===== config.mk =====
export PLATFORM = sky130hd
export DESIGN_NAME = sap_control_sequencer
export DESIGN_NICKNAME = d
export VERILOG_FILES = /design/src/rtl/sap_control_sequencer.sv
export SDC_FILE = /design/constraint.sdc
export NUM_CORES = 1
export LEC_CHECK = 0
export CAP_MARGIN = 20
export CELL_PAD_IN_SITES_DETAIL_PLACEMENT = 2
export CELL_PAD_IN_SITES_GLOBAL_PLACEMENT = 2
export CORE_MARGIN = 2
export CORE_UTILIZATION = 22
export DETAILED_ROUTE_END_ITERATION = 7
export PLACE_DENSITY_LB_ADDON = 0.1
export REMOVE_ABC_BUFFERS = 1
export SLEW_MARGIN = 20
export SYNTH_ARGS = -nofsm -noshare
export SYNTH_HDL_FRONTEND = slang
export SYNTH_SLANG_ARGS = --single-unit

===== constraint.sdc =====
create_clock -name clk -period 3.4 [get_ports clk]
set_input_delay 0.34 -clock clk [delete_from_list [all_inputs] [get_ports clk]]
set_output_delay 0.34 -clock clk [all_outputs]
set_load 0.005 [all_outputs]

===== src/rtl/sap_control_sequencer.sv =====
// sap_control_sequencer: microcode sequencer for the SAP CPU.
// A T-state counter (T0..T4) plus decode of the IR opcode produces one
// control word per clock. Fetch (T0/T1) is common; execute uses T2..T4 and
// each opcode returns to T0 right after its last active step.
//
// Ports:
//   clk        system clock, rising edge
//   clear_n    asynchronous active-low reset
//   run        1 = run, 0 = program mode (sequencer frozen, strobes 0)
//   ir_opcode  IR[7:4]
//   flag_c/z   ALU flags, used by JC/JZ only
//   pc_out .. pc_load  control strobes (combinational from step/opcode)
//   halted     sticky halt, cleared only by clear_n
//   step       current T-state
//
// Optional feature: define SAP_CTRL_JMP_EN to enable JMP/JC/JZ (0110/0111/1000).
// Without it those opcodes are NOPs, pc_load is tied 0 and the flags are unused.
module sap_control_sequencer #(
  parameter int MAX_STEPS = 5
) (
  input  logic       clk,
  input  logic       clear_n,
  input  logic       run,
  input  logic [3:0] ir_opcode,
  input  logic       flag_c,
  input  logic       flag_z,
  output logic       pc_out,
  output logic       pc_inc,
  output logic       mar_load,
  output logic       ram_out,
  output logic       ram_write,
  output logic       ir_load,
  output logic       ir_out,
  output logic       a_load,
  output logic       a_out,
  output logic       b_load,
  output logic       alu_out,
  output logic       alu_sub,
  output logic       flags_load,
  output logic       out_load,
  output logic       pc_load,
  output logic       halted,
  output logic [2:0] step
);

  typedef enum logic [2:0] {T0, T1, T2, T3, T4, T5, T6, T7} tstate_e;

  localparam logic [3:0] OP_LDA = 4'h1, OP_ADD = 4'h2, OP_SUB = 4'h3,
                         OP_STA = 4'h4, OP_LDI = 4'h5, OP_OUT = 4'hE,
                         OP_HLT = 4'hF;
`ifdef SAP_CTRL_JMP_EN
  localparam logic [3:0] OP_JMP = 4'h6, OP_JC = 4'h7, OP_JZ = 4'h8;
`endif
  localparam logic [2:0] LAST_STEP = 3'(MAX_STEPS - 1);

  tstate_e state_q, state_d;
  logic    halted_q, halted_d;
  logic    active;     // sequencer allowed to act this cycle
  logic    last;       // current step is the opcode's final one
  logic    halt_set;

  assign active = run & ~halted_q & clear_n;
  assign halted = halted_q;
  assign step   = state_q;

`ifndef SAP_CTRL_JMP_EN
  logic unused_flags;
  assign unused_flags = flag_c ^ flag_z;
  assign pc_load      = 1'b0;
`endif

  always_ff @(posedge clk or negedge clear_n) begin
    if (!clear_n) begin
      state_q  <= T0;
      halted_q <= 1'b0;
    end else begin
      state_q  <= state_d;
      halted_q <= halted_d;
    end
  end

  // Control word decode; everything stays 0 unless the sequencer is active.
  always_comb begin
    pc_out = 1'b0; pc_inc = 1'b0; mar_load = 1'b0; ram_out = 1'b0;
    ram_write = 1'b0; ir_load = 1'b0; ir_out = 1'b0; a_load = 1'b0;
    a_out = 1'b0; b_load = 1'b0; alu_out = 1'b0; alu_sub = 1'b0;
    flags_load = 1'b0; out_load = 1'b0;
`ifdef SAP_CTRL_JMP_EN
    pc_load = 1'b0;
`endif
    last = 1'b0;
    halt_set = 1'b0;
    if (active) begin
      case (state_q)
        T0: begin
          pc_out = 1'b1; mar_load = 1'b1;
        end
        T1: begin
          ram_out = 1'b1; ir_load = 1'b1; pc_inc = 1'b1;
          // Anything without an execute phase ends after fetch.
          last = 1'b1;
          case (ir_opcode)
            OP_LDA, OP_ADD, OP_SUB, OP_STA, OP_LDI, OP_OUT, OP_HLT: last = 1'b0;
`ifdef SAP_CTRL_JMP_EN
            OP_JMP, OP_JC, OP_JZ: last = 1'b0;
`endif
            default: ;
          endcase
        end
        T2: begin
          case (ir_opcode)
            OP_LDA, OP_ADD, OP_SUB, OP_STA: begin
              ir_out = 1'b1; mar_load = 1'b1;
            end
            OP_LDI: begin ir_out = 1'b1; a_load = 1'b1; last = 1'b1; end
            OP_OUT: begin a_out = 1'b1; out_load = 1'b1; last = 1'b1; end
            OP_HLT: begin halt_set = 1'b1; last = 1'b1; end
`ifdef SAP_CTRL_JMP_EN
            OP_JMP: begin ir_out = 1'b1; pc_load = 1'b1; last = 1'b1; end
            OP_JC: begin
              ir_out = flag_c; pc_load = flag_c; last = 1'b1;
            end
            OP_JZ: begin
              ir_out = flag_z; pc_load = flag_z; last = 1'b1;
            end
`endif
            default: last = 1'b1;
          endcase
        end
        T3: begin
          case (ir_opcode)
            OP_LDA: begin ram_out = 1'b1; a_load = 1'b1; last = 1'b1; end
            OP_ADD, OP_SUB: begin ram_out = 1'b1; b_load = 1'b1; end
            OP_STA: begin a_out = 1'b1; ram_write = 1'b1; last = 1'b1; end
            default: last = 1'b1;
          endcase
        end
        T4: begin
          last = 1'b1;
          if (ir_opcode == OP_ADD || ir_opcode == OP_SUB) begin
            alu_out = 1'b1; a_load = 1'b1; flags_load = 1'b1;
            alu_sub = (ir_opcode == OP_SUB);
          end
        end
        default: last = 1'b1;
      endcase
    end
  end

  // Step/halt advance: frozen in program mode or once halted.
  always_comb begin
    state_d  = state_q;
    halted_d = halted_q;
    if (run && !halted_q) begin
      if (halt_set)
        halted_d = 1'b1;
      if (last || state_q == LAST_STEP)
        state_d = T0;
      else
        state_d = tstate_e'(state_q + 3'd1);
    end
  end

endmodule


==> results by group, run 1 <==
Status
  – Status: finished, final reports clean

Timing
  – Setup TNS: 0 ps
  – Post-layout min period: 2680 ps
  – Post-route setup slack: 718 ps
  – Hold Vio Cnt, Final: 0
  – Period utilization: 78.9%
  – Hold Slack: 438 ps
  – Slew Viols, Final: 0
  – RSZ-0062 raised after global routing: no
  – Final setup fails: 0
  – Clock Skews: 2.61 ps
  – Highest clock rate: 373 MHz

Logic synthesis
  – Register area share after synthesis: 17.4%
  – Synth Area in Adders: 10.9%
  – Post-synth top area cell: dfrtp_1
  – Synthesized area: 576 um^2
  – #FFs+latches synth: 4
  – Ys Warns: 0
  – Post-synth top area share: 17.4%
  – Compound-Gate Fraction of Synth Area: 20.7%
  – Post-synth ARST share: 100%
  – Top FF cell, synth: dfrtp_1
  – Top area cells in the synthesized netlist: dfrtp_1 (17%), ha_1 (11%), nor3_1 (5.2%)
  – Synthesized area per cell: 7.78 um^2
  – Simple-Gate Fraction of Synth Area: 38.3%
  – Number of synthesized flops with an enable pin: 0
  – Multiplexer share of the synthesized area: 0%
  – Post-Syn Instances: 74
  – Largest family of logic cells by synthesized area: simple AND/OR/NAND/NOR gates
  – Synth unique cells: 33
  – Synth Area in XOR/XNOR: 1.52%

Placed design
  – Routability cong.: 0.750
  – Placed insts: 124
  – Place WS: 796 ps
  – Area after DPL: 822 um^2
  – Port buffer count: 24
  – Detailed placer's ending HPWL: 1490 um

Power and ir drop
  – Overall Power: 399 uW
  – Clock Power Share: 15.0%
  – Net Sw Frac: 43.4%
  – Maximum vdd ir drop: 0.304 mV
  – P per Cell Area: 472 nW/um^2
  – Reg power frac: 22.9%
  – Combinational power share: 62.2%
  – Cell internal pwr: 225 uW
  – Switching power: 173 uW
  – Static Leak: 0.331 nW

Die
  – Core area: 2480 um^2
  – Row count: 18
  – Num ports: 28
  – Starting Density: 23.2%
  – Die width: 55.2 um
  – Die area: 3040 um^2
  – Die height: 55.2 um

Drt
  – DR WL/cell: 14.9 um
  – Wirelength, routed: 1900 um
  – TritonRoute pass-1 iters: 4
  – Post-route ant nets: 0
  – Wire length on met2: 896 um
  – DRC: 0
  – Metal-1 WL: 894 um
  – Met3 WL post-DR: 101 um
  – DRT iter0 DRCs: 2
  – Total vias in the final route: 640
  – Via-to-Cell Ratio: 5.04
  – Max layer used: met4

Clock network
  – CTS root buffer: clkbuf_4
  – Setup Fix Bufs, Post-CTS: 0
  – Clock Path Buffers: 2
  – H-tree depth: 1
  – Post-CTS resize count: 0
  – Clk slew on worst S/H paths: 40 ps
  – Clock latency on the worst-skew pair: 230 ps
  – Clock Sink Count: 4
  – CTS tree: yes
  – Hold_buf cts: 0
  – Inserted Clock Buffers: 3

Critical path
  – Reg2Reg Setup Slack: 1520 ps
  – Critical path arrival: 2340 ps
  – CP Class: register to output pin
  – CP max FO: 7
  – Crit. End Element: output pin
  – Worst path required time: 3060 ps
  – Nature of the critical path startpoint: register

Finish
  – Post-layout util: 34.1%
  – NumNets Final: 113
  – Fraction of layout cells with a size suffix above 1: 13.4%
  – Fin cells: 127
  – Antenna cells: 0
  – Design Area, Final: 845 um^2
  – P&R area growth vs syn: 46.7%

GRT
  – Grt total ovfl: 0
  – Initial antenna violation count: 0
  – Vias in the first global route: 627
  – First-pass GRT wire length: 3100 um
  – Largest net degree at the start of global routing: 10
  – Total Routing Usage GR: 14.1%

Run
  – Max Cap Viol: 0

Min path
  – Worst hold path class: input pin to async pin
[cell usage in the layout, fill, tap and decap left out]
cell type / count
and3_1: 1
nand2_1: 8
inv_1: 4
clkbuf_4: 3
a31oi_1: 1
ha_1: 5
and3_2: 1
nor3_1: 6
conb_1: 1
nand4b_1: 2
o21ai_0: 1
nor2_1: 5
nor2b_1: 2
o41ai_2: 1
a211oi_2: 1
nor2_2: 1
o31ai_1: 4
o21bai_1: 1
dfrtp_1: 4
nand2b_1: 1
nand3b_4: 1
o211ai_1: 1
buf_4: 1
a21oi_1: 4
clkdlybuf4s50_1: 24
o21ai_1: 1
o32ai_1: 1
nor3b_1: 2
inv_2: 2
xnor2_1: 1
nand2b_4: 1
or3_4: 1
and2_1: 4
[cell families (layout without fill, tap and decap cells)]
logic type | after synthesis | after routing
DFF | 4 | 4
xor gates and xnor gates | 1 | 1
AOI/OAI and AO/OA | 16 | 16
and+or+nand+nor | 36 | 36
other | 1 | 1
adders and majority gates | 5 | 5
buffers and inverters | 11 | 34
[routing by layer]
layer,global-route usage [%],vias up
met3,1.08,2
met1,18.3,315
met5,0,-
met4,3.66,0
met2,25.2,20
li1,-,303
[flip-flops by register name (all words and copies together), names as in the netlist]
signal / flops
step: 3
halted: 1
[Yosys cell counts (all sizes together) (2+ instances only)]
| library cell | number |
|---|---|
| nand2 | 8 |
| inv | 6 |
| nor2 | 6 |
| nor3 | 6 |
| ha | 5 |
| a21oi | 4 |
| and2 | 4 |
| buf | 4 |
| dfrtp | 4 |
| o31ai | 4 |
| and3 | 2 |
| nand2b | 2 |
| nand4b | 2 |
| nor2b | 2 |
| nor3b | 2 |
| o21ai | 2 |
[layout make-up]
class                           instances  area (um^2)
Multi-Input combinational cell         59          414
Fill cell                             302         1630
Clock buffer                            3         22.5
Tap cell                               30         37.5
Sequential cell                         4          100
Timing Repair Buffer                   25          248
Inverter                                6         22.5
[worst paths after layout]
path,end,from,cells past startpoint
hold / removal,step[0]$_DFFE_PN0P_,clear_n,2
hold reg to reg,halted$_DFFE_PN0P_,halted$_DFFE_PN0P_,1
setup / recovery,a_load,step[0]$_DFFE_PN0P_,7
max in group asynchronous,step[1]$_DFFE_PN0P_,clear_n,2
min in group clk,halted$_DFFE_PN0P_,halted$_DFFE_PN0P_,1
setup reg to reg,step[2]$_DFFE_PN0P_,step[0]$_DFFE_PN0P_,6
[critical path, stage by stage (launching register included)]
cell             delay, ps
dfrtp_1                470
ha_1                   230
ha_1                   270
nor2b_1                190
a31oi_1                 60
o32ai_1                220
and3_1                 180
clkdlybuf4s50_1        490
[power by group through the flow]
| stage | Combinational, mW | Sequential [mW] | Clock, mW |
|---|---|---|---|
| 6_report | 0.248 | 0.0911 | 0.0597 |
| 5_1_grt | 0.282 | 0.0952 | 0.0654 |
| 4_1_cts | 0.254 | 0.0911 | 0.0625 |
| 3_5_place_dp | 0.251 | 0.0911 | 0 |
| 3_3_place_gp | 0.248 | 0.0889 | 0 |
| 2_1_floorplan | 0.141 | 0.0860 | 0 |
Power figures use the tool's default switching activity.
==> inputs of run 2 (changes only) <==
Settings changed: CORE_UTILIZATION 22 to 20.
Clock period 3.4 ns to 2.8 ns, I/O delays scaled along.
==> results by group, run 2 (synthesized netlist as in run 1, its figures left out) <==
GRT
  – Largest net degree at the start of global routing: 10 (unchanged)
  – Total Routing Usage GR: 13.1% (-1.1 points)
  – Vias in the first global route: 675 (+7.7%)
  – First-pass GRT wire length: 3320 um (+7.1%)
  – Grt total ovfl: 0 (unchanged)
  – Initial antenna violation count: 0 (unchanged)

Status
  – Status: finished, final reports clean

Min path
  – Worst hold path class: input pin to async pin

Timing
  – Final setup fails: 0 (unchanged)
  – Clock Skews: 2.45 ps (-0.169 ps)
  – RSZ-0062 raised after global routing: no
  – Hold Vio Cnt, Final: 0 (unchanged)
  – Post-route setup slack: 239 ps (-479 ps)
  – Slew Viols, Final: 0 (unchanged)
  – Setup TNS: 0 ps (unchanged)
  – Highest clock rate: 390 MHz
  – Hold Slack: 400 ps (-38.8 ps)
  – Post-layout min period: 2560 ps
  – Period utilization: 91.5%

Drt
  – DRC: 0 (unchanged)
  – Post-route ant nets: 0 (unchanged)
  – Wirelength, routed: 1920 um (+1.3%)
  – Via-to-Cell Ratio: 4.81 (-4.5%)
  – Total vias in the final route: 616 (-3.8%)
  – TritonRoute pass-1 iters: 2 (-2)
  – DR WL/cell: 15.0 um (+0.47%)
  – DRT iter0 DRCs: 5 (+3)

Placed design
  – Routability cong.: 0.684 (-8.8%)
  – Place WS: 315 ps (-481 ps)
  – Port buffer count: 24 (unchanged)
  – Detailed placer's ending HPWL: 1550 um (+4.5%)

Clock network
  – Hold_buf cts: 0 (unchanged)
  – Clk slew on worst S/H paths: 40 ps (about the same)
  – Clock latency on the worst-skew pair: 230 ps (about the same)
  – Clock Path Buffers: 2 (unchanged)
  – Setup Fix Bufs, Post-CTS: 0 (unchanged)
  – Post-CTS resize count: 0 (unchanged)
  – H-tree depth: 1 (unchanged)
  – CTS root buffer: clkbuf_4
  – Clock Sink Count: 4 (unchanged)
  – Inserted Clock Buffers: 3 (unchanged)
  – CTS tree: yes

Power and ir drop
  – Maximum vdd ir drop: 0.348 mV (+15%)
  – Static Leak: 0.329 nW (-0.37%)
  – P per Cell Area: 569 nW/um^2 (+20%)
  – Overall Power: 482 uW (+21%)

Finish
  – Sequential Area: 101 um^2 (+1.2%)
  – Commonest non-fill, non-tap cells in the layout: clkdlybuf4s50_1 (24), nand2_1 (8), nor3_1 (6)
  – FILL cells: 325 (+7.6%)
  – Multi-input gate area: 414 um^2 (unchanged)
  – Antenna cells: 0 (unchanged)
  – P&R area growth vs syn: 47.2%
  – Fraction of layout cells with a size suffix above 1: 14.4% (+1.0 points)
  – Commonest non-fill, non-tap cell in the layout: clkdlybuf4s50_1
  – NumNets Final: 113 (unchanged)
  – Post-layout util: 31.0% (-3.1 points)
  – Number of flip-flops in the largest register: 3 (unchanged)

Critical path
  – Crit path buffers/inverters: 1 (unchanged)
  – Critical path origin: step[0]$_DFFE_PN0P_
  – Reg-to-reg startpoint: step[0]$_DFFE_PN0P_
  – RR Endpoint: step[1]$_DFFE_PN0P_
  – Critical path arrival: 2280 ps (-60 ps)
  – Worst path required time: 2520 ps (-540 ps)
  – Reg2Reg Depth: 6 (unchanged)
  – CP top delay family: buffers and inverters
  – CP max stage delay: 500 ps (about the same)
  – Crit. End Element: output pin
  – Nature of the critical path startpoint: register
  – CP max FO: 7 (unchanged)
  – CP Class: register to output pin
  – CP most frequent cell: ha_1
  – Worst path cell trace: ha_1 > ha_1 > nor2b_1 > a31oi_1 > o32ai_1 > and3_1 > clkdlybuf4s50_1
  – Reg2Reg Setup Slack: 930 ps (-590 ps)
  – Max stage delay cell, worst path: clkdlybuf4s50_1

Die
  – Starting Density: 21.1% (-2.2 points)
  – Num ports: 28 (unchanged)
  – Die height: 57.6 um (+4.5%)
  – Row count: 19 (+1)
  – Die area: 3320 um^2 (+9.3%)
  – Core area: 2730 um^2 (+10%)
  – Die width: 57.6 um (+4.5%)

Run
  – Max Cap Viol: 0 (unchanged)
==> run 2: cell counts in the layout (fill, tap and decap cells not counted) <==
No cell type changed its count.
==> run 2: layer usage <==
metal | track usage (%) | up-vias | wire [um]
li1 | - | 302 | -
met1 | 16.5 | 291 | 857
met2 | 22.1 | 19 | 927
met3 | 2.46 | 4 | 101
met4 | 4.98 | 0 | 33
met5 | 0 | - | 0
==> run 2: worst max-delay path by stage <==
| stage | endpoint | slack, ps | cells past startpoint |
|---|---|---|---|
| after floorplan | a_load | 1120 | 6 |
| after global placement | a_out | 350 | 6 |
| after detailed placement | a_out | 310 | 6 |
| after CTS | a_load | 130 | 7 |
| after global routing | a_load | 60 | 7 |
| final | a_load | 240 | 7 |
==> run 2: power breakdown <==
part | total [mW] | internal [mW] | switching [mW]
Combinational | 0.302 | 0.148 | 0.153
Sequential | 0.109 | 0.0794 | 0.0297
Clock | 0.0709 | 0.0479 | 0.0230
==> run 2: layout make-up <==
type                    instances  area share (%)
clock buffers                   3            2.66
flip-flops and latches          4            12.0
inverters                       6            2.66
multi-input cells              59            48.9
well taps                      31            4.58
repair buffers                 25            29.2
==> run 2: worst reg2reg max path, delay by kind of cell, from the launching register on <==
family / cells / cell delay [ps]
flip-flops: 1 / 440
AND/OR/NAND/NOR: 2 / 400
AO/OA/AOI/OAI: 2 / 380
adder cells (fa/ha/maj): 2 / 500
==> run 2: metrics by stage <==
step | cells | instance area (um^2)
after floorplan | 69 | 537
after global placement | 125 | 823
after detailed placement | 125 | 823
after CTS | 128 | 846
after global routing | 128 | 847
final | 128 | 847
==> inputs of run 3 (changes only) <==
Settings changed: GPL_ROUTABILITY_DRIVEN from default to 0.
==> results of run 3 <==
Same layout as run 2: the final DEF is identical, and so are final timing and power.
